<file path="src/rtl/add_serial_digit.sv">
// Digit-serial adder/subtractor: processes DIGIT bits of WIDTH-bit operands per
// clock through a DIGIT-bit ripple slice, with a registered carry between digits.
module add_serial_digit #(
  parameter int unsigned WIDTH = 8,
  parameter int unsigned DIGIT = 2
) (
  input  logic             clk,
  input  logic             reset_b,
  input  logic             start,
  input  logic             sub,
  input  logic [WIDTH-1:0] a,
  input  logic [WIDTH-1:0] b,
  input  logic             c_in,
  output logic             busy,
  output logic             done,
  output logic [WIDTH-1:0] sum,
  output logic             c_out,
  output logic             ovf
);

  localparam int unsigned NDIG  = WIDTH / DIGIT;
  localparam int unsigned CNT_W = (NDIG > 1) ? $clog2(NDIG) : 1;

  typedef enum logic [1:0] {
    S_IDLE,
    S_RUN,
    S_DONE
  } state_t;

  state_t state, state_nxt;

  logic [WIDTH-1:0] a_q;
  logic [WIDTH-1:0] b_q;      // b_eff: operand B, already inverted for subtract
  logic [WIDTH-1:0] sum_q;
  logic             carry_q;
  logic [CNT_W-1:0] cnt;
  logic             c_out_q;
  logic             ovf_q;

  logic [DIGIT-1:0] a_dig;
  logic [DIGIT-1:0] b_dig;
  logic [DIGIT-1:0] slice_sum;
  logic             slice_cout;
  logic             last_dig;
  logic             capture;
  logic             step;

  assign a_dig    = a_q[cnt*DIGIT +: DIGIT];
  assign b_dig    = b_q[cnt*DIGIT +: DIGIT];
  assign last_dig = (cnt == CNT_W'(NDIG - 1));

  always_comb begin : ripple
    logic c;
    c          = carry_q;
    slice_sum  = '0;
    for (int unsigned i = 0; i < DIGIT; i++) begin
      slice_sum[i] = a_dig[i] ^ b_dig[i] ^ c;
      c            = (a_dig[i] & b_dig[i]) | (c & (a_dig[i] ^ b_dig[i]));
    end
    slice_cout = c;
  end

  always_ff @(posedge clk or negedge reset_b) begin
    if (!reset_b) begin
      state <= S_IDLE;
    end else begin
      state <= state_nxt;
    end
  end

  always_comb begin
    state_nxt = state;
    capture   = 1'b0;
    step      = 1'b0;
    case (state)
      S_IDLE: begin
        if (start) begin
          capture   = 1'b1;
          state_nxt = S_RUN;
        end
      end
      S_RUN: begin
        step = 1'b1;
        if (last_dig) begin
          state_nxt = S_DONE;
        end
      end
      S_DONE:  state_nxt = S_IDLE;
      default: state_nxt = S_IDLE;
    endcase
  end

  always_ff @(posedge clk or negedge reset_b) begin
    if (!reset_b) begin
      a_q     <= '0;
      b_q     <= '0;
      sum_q   <= '0;
      carry_q <= 1'b0;
      cnt     <= '0;
      c_out_q <= 1'b0;
      ovf_q   <= 1'b0;
    end else begin
      if (capture) begin
        a_q     <= a;
        b_q     <= sub ? ~b : b;
        carry_q <= sub ? ~c_in : c_in;
        cnt     <= '0;
      end
      if (step) begin
        sum_q[cnt*DIGIT +: DIGIT] <= slice_sum;
        carry_q                   <= slice_cout;
        cnt                       <= cnt + CNT_W'(1);
        // Flags are taken from the final slice so they are ready with done.
        if (last_dig) begin
          c_out_q <= slice_cout;
          ovf_q   <= (a_q[WIDTH-1] == b_q[WIDTH-1]) &&
                     (slice_sum[DIGIT-1] != a_q[WIDTH-1]);
        end
      end
    end
  end

  assign busy  = (state == S_RUN);
  assign done  = (state == S_DONE);
  assign sum   = sum_q;
  assign c_out = c_out_q;
  assign ovf   = ovf_q;

endmodule

</file>
<file path="config.mk">
export PLATFORM = sky130hd
export DESIGN_NAME = add_serial_digit
export DESIGN_NICKNAME = d
export VERILOG_FILES = /design/src/rtl/add_serial_digit.sv
export SDC_FILE = /design/constraint.sdc
export NUM_CORES = 1
export LEC_CHECK = 0
export ABC_CLOCK_PERIOD_IN_PS = 3300
export CORE_MARGIN = 3
export CORE_UTILIZATION = 30
export DETAILED_ROUTE_END_ITERATION = 8
export GPL_TIMING_DRIVEN = 0
export PLACE_DENSITY_LB_ADDON = 0.15
export SLEW_MARGIN = 0
export SYNTH_ARGS = -nofsm -noshare
export SYNTH_HDL_FRONTEND = slang
export SYNTH_SLANG_ARGS = --single-unit
</file>
<file path="constraint.sdc">
create_clock -name clk -period 3.3 [get_ports clk]
set_clock_uncertainty 0.2 [all_clocks]
set_input_delay 0.66 -clock clk [delete_from_list [all_inputs] [get_ports clk]]
set_output_delay 0.66 -clock clk [all_outputs]
set_load 0.01 [all_outputs]
</file>
==> out/qor.yml <==
drc: 0
ff2ff_path_depth: 6
synth_ff_type: "dfrtp_1"
p_seq_share_pct: 33.1
synth-seq-cells: 31
diodes: 0
slew_violations: 0
yosysMostFrequentCell: "dfrtp_1"
max_freq_mhz: 337
synth_nets: 156
clockBufferDepth: 2
drive_above_1_share_pct: 19.9
place_area_um2: 1970
antenna_found_initial: 0
rsz0062_at_grt: "no"
nets: 194
timing.critical_path.required_ns: 3.27
grt_pass1_wl_um: 5240
area_growth_pct: 32.2
h-tree-depth: 2
drt_iter0_markers: 37
syn_area_per_cell_um2: 12.4
yosysSeqAreaShare_pct: 49.3
setup_viol: 0
rows: 25
synth_top_area_share_pct: 49.3
async_reset_ff_share_pct: 100
hp-class: "input port to async pin"
stdcell_area_um2: 2080
rr_startpoint: "cnt[0]"
num_vias: 1058
cts_buffers: 5
setup_tns_ns: 0
cts_hold_buf: 0
port_buffers: 31
via_per_inst: 4.54
leakage_nw: 0.881
postRouteAntennaNets: 0
cts_sinks: 31
start_util_pct: 32.2
path_class: "register to register"
synth.distinct_cells: 28
period_share_pct: 89.8
grt_pass1_vias: 1137
fp.dieW_um: 78.4
vdd_drop_max_v: 0.000311
p_int_mw: 1.29
cpPeakStageDelay_ns: 0.60
grt_max_degree: 32
ios: 33
clk_latency_ns: 0.28
overflow: 0
ys_top_cells_by_count: "31 x dfrtp_1, 12 x nor2_1, 10 x mux2_2"
synth_area_um2: 1570
cpMostUsedCell: "fa_1"
worst_setup_path_start_kind: "register"
synthCells: 127
yosys_warnings: 0
net-switching-power_mw: 0.719
track_usage_pct: 11.2
postCtsSetupBuffers: 0
dr.pass1.iters: 4
hold_viol_final: 0
slowest_stage: "fa_1"
cp_data_arrival_time_ns: 2.94
fin_crit_ns: 2.96
slew_headroom_pct: 54.8
synth_edf_count: 0
routed_wirelength_um: 3090
worstSetupEndpointType: "register"
cts_root_buf: "clkbuf_8"
core_area_um2: 4880
dp_hpwl_um: 2370
path_cells: "buf_2, mux4_2, fa_1, fa_1, o22ai_1, mux2_2"
cap_viol_max_count: 0
worst_slew_pin_slew_ns: 0.679
rrSetupSlack_ns: 0.34
status: "finished clean"
p_clk_share_pct: 19.1
cts_tree: "done"
combPwrFrac_pct: 47.8
power-per-cell-area_nw_per_um2: 967
synth_area_leaders: "dfrtp_1 49%, mux2_2 7.2%, mux4_2 5.7%"
cts_resized: 0
crit_fanout: 8
yosys.area.top_type: "dfrtp_1"
dieArea_um2: 6150
die_h_um: 78.4
wl_per_cell_um: 13.3
clk_pin_slew_ns: 0.07
r2r_end: "ovf"
gp_congestion: 0.779
p_sw_share_pct: 35.8
[per-stage QoR]
step | instances | hold WS, ns | util (%) | setup WS, ns | power, mW
6_report | 233 | 0.213 | 42.6 | 0.335 | 2.01
5_1_grt | 233 | 0.266 | 42.6 | 0.154 | 2.20
4_1_cts | 233 | 0.287 | 42.7 | 0.282 | 2.06
3_5_place_dp | 225 | 0.272 | 40.3 | 0.288 | 1.67
3_3_place_gp | 225 | 0.263 | 40.3 | 0.297 | 1.65
2_1_floorplan | 127 | 0.164 | - | 0.558 | 1.34
[cells by family (layout without fill, tap and decap cells)]
family | count (synthesis) | after routing | share of synthesized area [%]
adders and majority gates | 8 | 8 | 7.32
DFF | 31 | 31 | 49.3
muxes | 16 | 16 | 14.8
and+or+nand+nor | 33 | 33 | 11.4
AOI/OAI and AO/OA | 20 | 20 | 8.19
buffers and inverters | 10 | 49 | 3.98
xor gates and xnor gates | 9 | 9 | 5.01
[power groups by stage]
stage	sequential [mW]	combinational, mW	clock [mW]
after CTS	0.671	0.993	0.396
after detailed placement	0.676	0.991	0
after global placement	0.667	0.979	0
after floorplan	0.654	0.690	0
final	0.665	0.962	0.384
after global routing	0.693	1.09	0.412
[cell type report]
| cell class | instances | area [um2] |
|---|---|---|
| inverters | 5 | 18.8 |
| well taps | 67 | 83.8 |
| flip-flops and latches | 31 | 776 |
| clock buffers | 6 | 82.6 |
| plain buffers | 5 | 43.8 |
| clock inverters | 2 | 35.0 |
| repair buffers | 31 | 305 |
| fillers | 479 | 2800 |
| multi-input cells | 86 | 734 |
[worst max-delay path, delay by kind of cell, from the launching register on]
family,cells,cell delay (ns)
compound gates,1,0.13
fa+ha+maj,2,1.01
buf+inv,1,0.27
flops,1,0.40
mux,2,0.83
[registers in the layout (all words and copies together), names as in the netlist]
name	flops
c_out	1
b_q	8
cnt	2
a_q	8
sum	8
carry_q	1
state	2
ovf	1
[layer usage]
metal | vias up | global-route usage, % | wire length [um] | share of wire (%)
met1 | 510 | 13.2 | 1340 | 43
met2 | 27 | 18.2 | 1510 | 49
met3 | 9 | 3.33 | 159 | 5.1
met4 | 0 | 6.29 | 75 | 2.4
met5 | - | 0 | 0 | 0
li1 | 512 | - | - | -
[how the worst max path moves through the flow]
stage / start / end / slack [ns] / depth (start not counted)
floorplan: cnt[0] / ovf / 0.56 / 7
global placement: cnt[0] / ovf / 0.30 / 6
detailed placement: cnt[0] / ovf / 0.29 / 6
CTS: cnt[0] / ovf / 0.28 / 6
global route: cnt[0] / ovf / 0.15 / 6
finish: cnt[0] / ovf / 0.34 / 6
[cell usage in the layout, fill, tap and decap left out, drive strengths merged]
cell / n
a21o: 1
a21oi: 8
a22o: 4
a22oi: 2
and2b: 2
buf: 5
bufinv: 1
clkbuf: 7
clkdlybuf4s50: 30
clkinv: 1
dfrtp: 31
fa: 2
ha: 6
inv: 5
mux2: 12
mux4: 4
nand2: 8
nand2b: 5
nand3b: 3
nor2: 12
nor3: 1
nor3b: 1
nor4: 1
o21ai: 2
o22ai: 1
o31ai: 2
xnor2: 8
xor2: 1
(Power assumes the default switching activity.)
